==> src/rtl/mem_port_arbiter_if.sv <==
// Request, response and memory port-2 signals shared between the two masters,
// the arbiter and the data memory.
interface mem_port_arbiter_if;
   logic [1:0]  req;
   logic [1:0]  we;
   logic [31:0] addr0;
   logic [31:0] addr1;
   logic [31:0] wdata0;
   logic [31:0] wdata1;
   logic [1:0]  size0;
   logic [1:0]  size1;
   logic        sign0;
   logic        sign1;
   logic [1:0]  gnt;
   logic [1:0]  rvalid;
   logic [31:0] rdata;
   logic        busy;
   logic [31:0] mem_addr2;
   logic [31:0] mem_din2;
   logic [1:0]  mem_size;
   logic        mem_sign;
   logic        mem_write2;
   logic        mem_read2;
   logic [31:0] mem_dout2;

   modport master (
      output req, we, addr0, addr1, wdata0, wdata1, size0, size1, sign0, sign1, mem_dout2,
      input  gnt, rvalid, rdata, busy, mem_addr2, mem_din2, mem_size, mem_sign, mem_write2, mem_read2
   );

   modport slave (
      input  req, we, addr0, addr1, wdata0, wdata1, size0, size1, sign0, sign1, mem_dout2,
      output gnt, rvalid, rdata, busy, mem_addr2, mem_din2, mem_size, mem_sign, mem_write2, mem_read2
   );
endinterface

==> src/rtl/mem_port_arbiter.sv <==
// Two-master arbiter for the OTTER data-memory port 2: MCU has fixed priority,
// the DMA/debug master wins after MAX_WAIT consecutive denied cycles.
//
// state   | meaning
// IDLE    | no access in flight; arbitrate and latch the winner's fields
// ISSUE   | strobe memory with the latched fields, pulse GNT[owner]
// RD_WAIT | strobes low, count read latency, capture MEM_DOUT2 and pulse RVALID
module mem_port_arbiter #(
   parameter int RD_LATENCY = 1,
   parameter int MAX_WAIT   = 8
) (
   input  logic              clk,
   input  logic              rst_n,
   mem_port_arbiter_if.slave bus
);
   typedef enum logic [1:0] {
      IDLE    = 2'd0,
      ISSUE   = 2'd1,
      RD_WAIT = 2'd2
   } state_t;

   localparam logic [7:0] MAX_WAIT_C = 8'(MAX_WAIT);
   localparam logic [2:0] RD_LAT_C   = 3'(RD_LATENCY);

   state_t     state;
   logic       owner;
   logic       we_lat;
   logic [2:0] lat_cnt;
   logic [7:0] starve_cnt;

   logic       arb;
   logic       win;
   logic       we_sel;
   logic [7:0] starve_nxt;

   always_comb begin
      arb    = (state == IDLE) && (bus.req != 2'b00);
      win    = 1'b0;
      if (bus.req == 2'b10) begin
         win = 1'b1;
      end else if (bus.req == 2'b11) begin
         win = (starve_cnt == MAX_WAIT_C);
      end
      we_sel = win ? bus.we[1] : bus.we[0];

      // Counts every cycle the DMA is requesting but not picked, not just arbitration cycles.
      starve_nxt = starve_cnt;
      if (!bus.req[1] || (arb && win)) begin
         starve_nxt = '0;
      end else if (starve_cnt < MAX_WAIT_C) begin
         starve_nxt = starve_cnt + 8'd1;
      end
   end

   assign bus.busy = (state != IDLE);

   always_ff @(posedge clk or negedge rst_n) begin
      if (!rst_n) begin
         state          <= IDLE;
         owner          <= 1'b0;
         we_lat         <= 1'b0;
         lat_cnt        <= '0;
         starve_cnt     <= '0;
         bus.gnt        <= '0;
         bus.rvalid     <= '0;
         bus.rdata      <= '0;
         bus.mem_addr2  <= '0;
         bus.mem_din2   <= '0;
         bus.mem_size   <= '0;
         bus.mem_sign   <= 1'b0;
         bus.mem_write2 <= 1'b0;
         bus.mem_read2  <= 1'b0;
      end else begin
         starve_cnt     <= starve_nxt;
         bus.gnt        <= '0;
         bus.rvalid     <= '0;
         bus.mem_write2 <= 1'b0;
         bus.mem_read2  <= 1'b0;
         case (state)
            IDLE: begin
               if (arb) begin
                  owner          <= win;
                  we_lat         <= we_sel;
                  bus.mem_addr2  <= win ? bus.addr1  : bus.addr0;
                  bus.mem_din2   <= win ? bus.wdata1 : bus.wdata0;
                  bus.mem_size   <= win ? bus.size1  : bus.size0;
                  bus.mem_sign   <= win ? bus.sign1  : bus.sign0;
                  bus.mem_write2 <= we_sel;
                  bus.mem_read2  <= !we_sel;
                  bus.gnt        <= win ? 2'b10 : 2'b01;
                  state          <= ISSUE;
               end
            end
            ISSUE: begin
               if (we_lat) begin
                  state <= IDLE;
               end else begin
                  lat_cnt <= 3'd1;
                  state   <= RD_WAIT;
               end
            end
            RD_WAIT: begin
               if (lat_cnt == RD_LAT_C) begin
                  bus.rdata  <= bus.mem_dout2;
                  bus.rvalid <= owner ? 2'b10 : 2'b01;
                  state      <= IDLE;
               end else begin
                  lat_cnt <= lat_cnt + 3'd1;
               end
            end
            default: state <= IDLE;
         endcase
      end
   end
endmodule

==> src/flat_wrapper.sv <==
// flat-port wrapper written by rule: the top's interface ports become plain ports
module mem_port_arbiter_flat 
#(
   parameter int RD_LATENCY = 1,
   parameter int MAX_WAIT   = 8
)
  (clk, rst_n, bus_req, bus_we, bus_addr0, bus_addr1, bus_wdata0, bus_wdata1, bus_size0, bus_size1, bus_sign0, bus_sign1, bus_mem_dout2, bus_gnt, bus_rvalid, bus_rdata, bus_busy, bus_mem_addr2, bus_mem_din2, bus_mem_size, bus_mem_sign, bus_mem_write2, bus_mem_read2);
  mem_port_arbiter_if bus_i ();
  input  logic clk;
  input  logic rst_n;
  input wire logic [$bits(bus_i.req)-1:0] bus_req;
  input wire logic [$bits(bus_i.we)-1:0] bus_we;
  input wire logic [$bits(bus_i.addr0)-1:0] bus_addr0;
  input wire logic [$bits(bus_i.addr1)-1:0] bus_addr1;
  input wire logic [$bits(bus_i.wdata0)-1:0] bus_wdata0;
  input wire logic [$bits(bus_i.wdata1)-1:0] bus_wdata1;
  input wire logic [$bits(bus_i.size0)-1:0] bus_size0;
  input wire logic [$bits(bus_i.size1)-1:0] bus_size1;
  input wire logic [$bits(bus_i.sign0)-1:0] bus_sign0;
  input wire logic [$bits(bus_i.sign1)-1:0] bus_sign1;
  input wire logic [$bits(bus_i.mem_dout2)-1:0] bus_mem_dout2;
  output wire logic [$bits(bus_i.gnt)-1:0] bus_gnt;
  output wire logic [$bits(bus_i.rvalid)-1:0] bus_rvalid;
  output wire logic [$bits(bus_i.rdata)-1:0] bus_rdata;
  output wire logic [$bits(bus_i.busy)-1:0] bus_busy;
  output wire logic [$bits(bus_i.mem_addr2)-1:0] bus_mem_addr2;
  output wire logic [$bits(bus_i.mem_din2)-1:0] bus_mem_din2;
  output wire logic [$bits(bus_i.mem_size)-1:0] bus_mem_size;
  output wire logic [$bits(bus_i.mem_sign)-1:0] bus_mem_sign;
  output wire logic [$bits(bus_i.mem_write2)-1:0] bus_mem_write2;
  output wire logic [$bits(bus_i.mem_read2)-1:0] bus_mem_read2;
  assign bus_i.req = bus_req;
  assign bus_i.we = bus_we;
  assign bus_i.addr0 = bus_addr0;
  assign bus_i.addr1 = bus_addr1;
  assign bus_i.wdata0 = bus_wdata0;
  assign bus_i.wdata1 = bus_wdata1;
  assign bus_i.size0 = bus_size0;
  assign bus_i.size1 = bus_size1;
  assign bus_i.sign0 = bus_sign0;
  assign bus_i.sign1 = bus_sign1;
  assign bus_i.mem_dout2 = bus_mem_dout2;
  assign bus_gnt = bus_i.gnt;
  assign bus_rvalid = bus_i.rvalid;
  assign bus_rdata = bus_i.rdata;
  assign bus_busy = bus_i.busy;
  assign bus_mem_addr2 = bus_i.mem_addr2;
  assign bus_mem_din2 = bus_i.mem_din2;
  assign bus_mem_size = bus_i.mem_size;
  assign bus_mem_sign = bus_i.mem_sign;
  assign bus_mem_write2 = bus_i.mem_write2;
  assign bus_mem_read2 = bus_i.mem_read2;
  mem_port_arbiter #(.RD_LATENCY(RD_LATENCY), .MAX_WAIT(MAX_WAIT)) u_core (.clk(clk), .rst_n(rst_n), .bus(bus_i));
endmodule
==> config.mk <==
export PLATFORM = sky130hd
export DESIGN_NAME = mem_port_arbiter_flat
export DESIGN_NICKNAME = d
export VERILOG_FILES = /design/src/rtl/mem_port_arbiter_if.sv /design/src/rtl/mem_port_arbiter.sv /design/src/flat_wrapper.sv
export SDC_FILE = /design/constraint.sdc
export NUM_CORES = 1
export LEC_CHECK = 0
export ABC_CLOCK_PERIOD_IN_PS = 2500
export CAP_MARGIN = 5
export CORE_MARGIN = 1.5
export CORE_UTILIZATION = 40
export CTS_CLUSTER_SIZE = 25
export DETAILED_ROUTE_END_ITERATION = 8
export HOLD_SLACK_MARGIN = 0.05
export PLACE_DENSITY = 0.8
export SKIP_CTS_REPAIR_TIMING = 1
export SLEW_MARGIN = 20
export SYNTH_ARGS = -nofsm -noshare
export SYNTH_HDL_FRONTEND = slang
export SYNTH_SLANG_ARGS = --single-unit
==> constraint.sdc <==
create_clock -name clk -period 2.5 [get_ports clk]
set_input_delay 0.5 -clock clk [delete_from_list [all_inputs] [get_ports clk]]
set_output_delay 0.5 -clock clk [all_outputs]
set_load 0.1 [all_outputs]
## Yosys cells after proc, flatten, opt, wreduce, memory -nomap -nowiden

Index checks and enable logic that the tools add are counted.

- $add $sub $neg: 2
- $lt $le $gt $ge: 1
- Equality and inequality tests: 10
- Muxes and demuxes: 26
- Reductions and logical operators: 14

Operator list:

| operator | number |
|---|---|
| 32-bit 2-to-1 mux | 2 |
| 2-bit 2-to-1 mux | 10 |
| 8-bit 2-to-1 mux | 2 |
| 8-bit by 1-bit adder with 8-bit output, second input constant | 1 |
| 8-bit by 4-bit equality test with 1-bit output, second input constant | 1 |
| 8-bit by 4-bit less-than comparator with 1-bit output, second input constant | 1 |
| 1-bit 2-to-1 mux | 8 |
| 2-bit nonzero test | 4 |
| 2-bit equality test, second input constant | 3 |
| 3-bit 2-to-1 mux | 2 |
| 2-bit one-hot mux with 3 select lines | 1 |
| 3-bit one-hot mux with 2 select lines | 1 |
| 2-bit AND reduction | 3 |
| 2-bit by 1-bit != test with 1-bit output, second input constant | 2 |
| 2-bit != test, second input constant | 2 |
| 3-bit by 1-bit adder with 3-bit output, second input constant | 1 |
| 3-bit by 1-bit equality test with 1-bit output, second input constant | 1 |
| 3-bit AND reduction | 1 |
| 2-bit by 1-bit equality test with 1-bit output, second input constant | 1 |
| 1-bit logical AND | 2 |
| 1-bit logical NOT | 2 |
| 2-bit logical NOT | 1 |
| 1-bit logical OR | 1 |

- Register bits: 120
- Input port bits: 172
- Logic and storage cells: 67

## Depth between registers and ports, before layout

- Depth in word-level cells: 7
- Mapped depth: 9
- Mapped depth without buffers: 5

## Least setup slack after synthesis

OpenSTA, ideal clock, no wires.

- Path kind: register to output
- From: register u_core.state[0]
- To: output bus_busy
- Data arrival time: 1,596 ps
- Data required time: 2,000 ps
- Path slack: 404 ps
- Cell stages (with the launch flop): 6
- Path through: dfrtp_1 -> inv_1 -> ha_1 -> clkbuf_1 -> clkbuf_1 -> inv_1

- Cells in the longest elaborated chain, start to end: 1

Ends and longest elaborated chain:

| item | RTL line | source |
|---|---|---|
| from (decl) | mem_port_arbiter.sv:25 | `state_t state;` |
| from (signal assigned) | mem_port_arbiter.sv:59 | `state <= IDLE;` |
| from (signal assigned) | mem_port_arbiter.sv:91 | `state <= ISSUE;` |
| from (signal assigned) | mem_port_arbiter.sv:96 | `state <= IDLE;` |
| 2-bit nonzero test | mem_port_arbiter.sv:55 | `assign bus.busy = (state != IDLE);` |
| to (decl) | flat_wrapper.sv:25 | `output wire logic [$bits(bus_i.busy)-1:0] bus_busy;` |

Every way passes these cells.

## Worst setup path in the final report

- From: register u_core.state[1]
- To: output bus_busy

Same word-level chain as after synthesis.

==> reports/results.tsv <==
metric	value	unit
status	completed	
Die Y	121	µm
H-tree depth	4	
area leader, netlist	dfrtp_1	
crit path max fanout	10	
die width	121	µm
GRT Overall Usage	0.230	
core area	13800	µm²
Synth warnings	0	
Initial Util	0.407	
Worst Setup Start Kind	register	
final hold violations	0	
Synth cell types	38	
pin count of the biggest net entering global routing	68	
DRC errors left	0	
via count	5316	
Max Fclk	481	MHz
R2R cell count	4	
Max Cap Viol	0	
post-DP HPWL	12300	µm
per-cell routed wire length	17.0	µm
Multi-input gate area	2370	µm²
nature of the critical path endpoint	output pin	
Post-Syn Area	5610	µm²
Clock transition at path regs	50	ps
post-synthesis net count	730	
flip-flop and latch area	3000	µm²
Critical Path Start	u_core.state[1]	
first-pass iteration count of the detailed router	5	
top area cells in the synthesized netlist	dfrtp_1 54%, o211ai_1 18%, nand2_1 9.1%	
ANT nets after route	0	
gpl congestion	0.809	
fraction of layout cells with a size suffix above 1	0.234	
setup TNS	0	ps
Inserted Diodes	0	
Finished Core Util	0.653	
Max Transition Viols Final	0	
#FFs+latches synth	120	
# rows	43	
Clock Tree Buf Depth	2	
NumNets Final	991	
CTS buffer count	17	
Rel. slew slack	0.574	
Worst-Margin Slew	634	ps
internal reg-to-reg setup slack	500	ps
Post-synth EDFFs	0	
worst setup path end	bus_busy	
Crit Reg-Reg Endpoint	u_core.bus.mem_din2[16]	
Seq/Total Area, Yosys	0.536	
post-synthesis async set-or-reset flop share	1.00	
first-pass GRT wire length	26700	µm
clock sink count	120	
CTS tree	done	
HP Class	input port to async pin	
WP data required	2000	ps
drt initial violations	330	
Port Buf Inserts	277	
vias in the first global route	5462	
grt ovf	0	
top post-synthesis cells by count	136 x nand2_1, 136 x o211ai_1, 120 x dfrtp_1, 40 x clkbuf_1, 33 x mux2_2	
Setup CP Type	register to output pin	
Filler cells	1064	
FF-to-FF Start	u_core.starve_cnt[4]	
final hold slack	95.9	ps
Area Growth Syn to Fin	60.5	%
routed vias/inst	5.29	
Worst Skew	10.5	ps
Worst Path Arrival	1580	ps
unrepaired setup endpoints after global routing	no	
fin crit share	0.831	
Synth Instances	551	
Worst-Skew Late Latency	400	ps
Root Driver	clkbuf_16	
Top FF cell, synth	dfrtp_1	
crit path time final	2080	ps
Detailed Route WL	17000	µm
Die Area	14700	µm²
Ports	278	
Mean Syn Cell Area	10.2	µm²
post-synth top area share	0.536	
Final Setup Violations	0	
initial antenna violation count	0	
-- per-layer routing --
layer | vias up | GRT usage | wire length [µm]
met2 | 242 | 0.403 | 8690
met1 | 2523 | 0.271 | 6710
met5 | - | 0 | 0
met4 | 0 | 0.0860 | 432
met3 | 38 | 0.0564 | 1210
li1 | 2513 | - | -
-- sequential cells by signal (all words and copies together), names as in the netlist --
| register | cells |
|---|---|
| u_core.bus.mem_addr2 | 32 |
| u_core.bus.mem_sign | 1 |
| u_core.bus.rdata | 32 |
| u_core.we_lat | 1 |
| u_core.state | 2 |
| u_core.bus.mem_write2 | 1 |
| u_core.bus.mem_size | 2 |
| u_core.lat_cnt | 3 |
| u_core.bus.gnt | 2 |
| u_core.starve_cnt | 8 |
| u_core.bus.mem_din2 | 32 |
| u_core.bus.mem_read2 | 1 |
| u_core.bus.rvalid | 2 |
| u_core.owner | 1 |
-- critical path: stages, from the launching register on --
cell     delay (ps)
dfrtp_1         380
inv_1           100
ha_2            330
inv_1           170
buf_12          200
-- cells by family (layout without fill, tap and decap cells) --
family / after synthesis / in the layout / share of synthesized area
mux: 34 / 34 / 0.0681
compound gates: 164 / 164 / 0.217
simple gates: 160 / 160 / 0.117
flops: 120 / 120 / 0.536
fa+ha+maj: 7 / 7 / 0.0156
buf+inv: 66 / 340 / 0.0466
-- layout by cell type, fill, tap and decap left out, types with 4 or more instances in the layout --
cell	synthesis	routed
nand2_1	136	136
buf_4	0	117
bufinv_16	0	4
inv_1	13	13
nor2_1	7	7
buf_12	0	7
a211oi_1	4	4
mux2_2	33	33
ha_1	7	6
clkbuf_16	0	17
clkdlybuf4s50_1	0	170
o21ai_0	8	8
dfrtp_1	120	120
o211ai_1	136	136
-- how the worst min path moves through the flow --
stage	depth (start not counted)	start	slack, ps	to
floorplan	0	rst_n	200	u_core.bus.gnt[0]
global placement	1	u_core.owner	450	u_core.bus.rvalid[0]
detailed placement	1	u_core.owner	460	u_core.bus.rvalid[0]
CTS	1	rst_n	110	u_core.bus.rdata[21]
global route	1	rst_n	130	u_core.bus.rdata[21]
finish	1	rst_n	100	u_core.bus.rdata[21]
-- area by class of cell --
type,count,area share
Sequential cell,120,0.334
Tap cell,180,0.0250
Clock inverter,11,0.0189
Timing Repair Buffer,294,0.302
Inverter,14,0.00584
Clock buffer,21,0.0501
Multi-Input combinational cell,365,0.264
-- stage by stage --
stage | setup WS (ps) | cells | instance area (µm²)
2_1_floorplan | 404 | 551 | 5610
3_3_place_gp | 387 | 973 | 8380
3_5_place_dp | 336 | 973 | 8380
4_1_cts | 402 | 1005 | 9000
5_1_grt | 344 | 1005 | 9000
6_report | 422 | 1005 | 9000
Power is not shown: default switching activity piles up to over one toggle a cycle in this logic, so the estimate is an artifact.
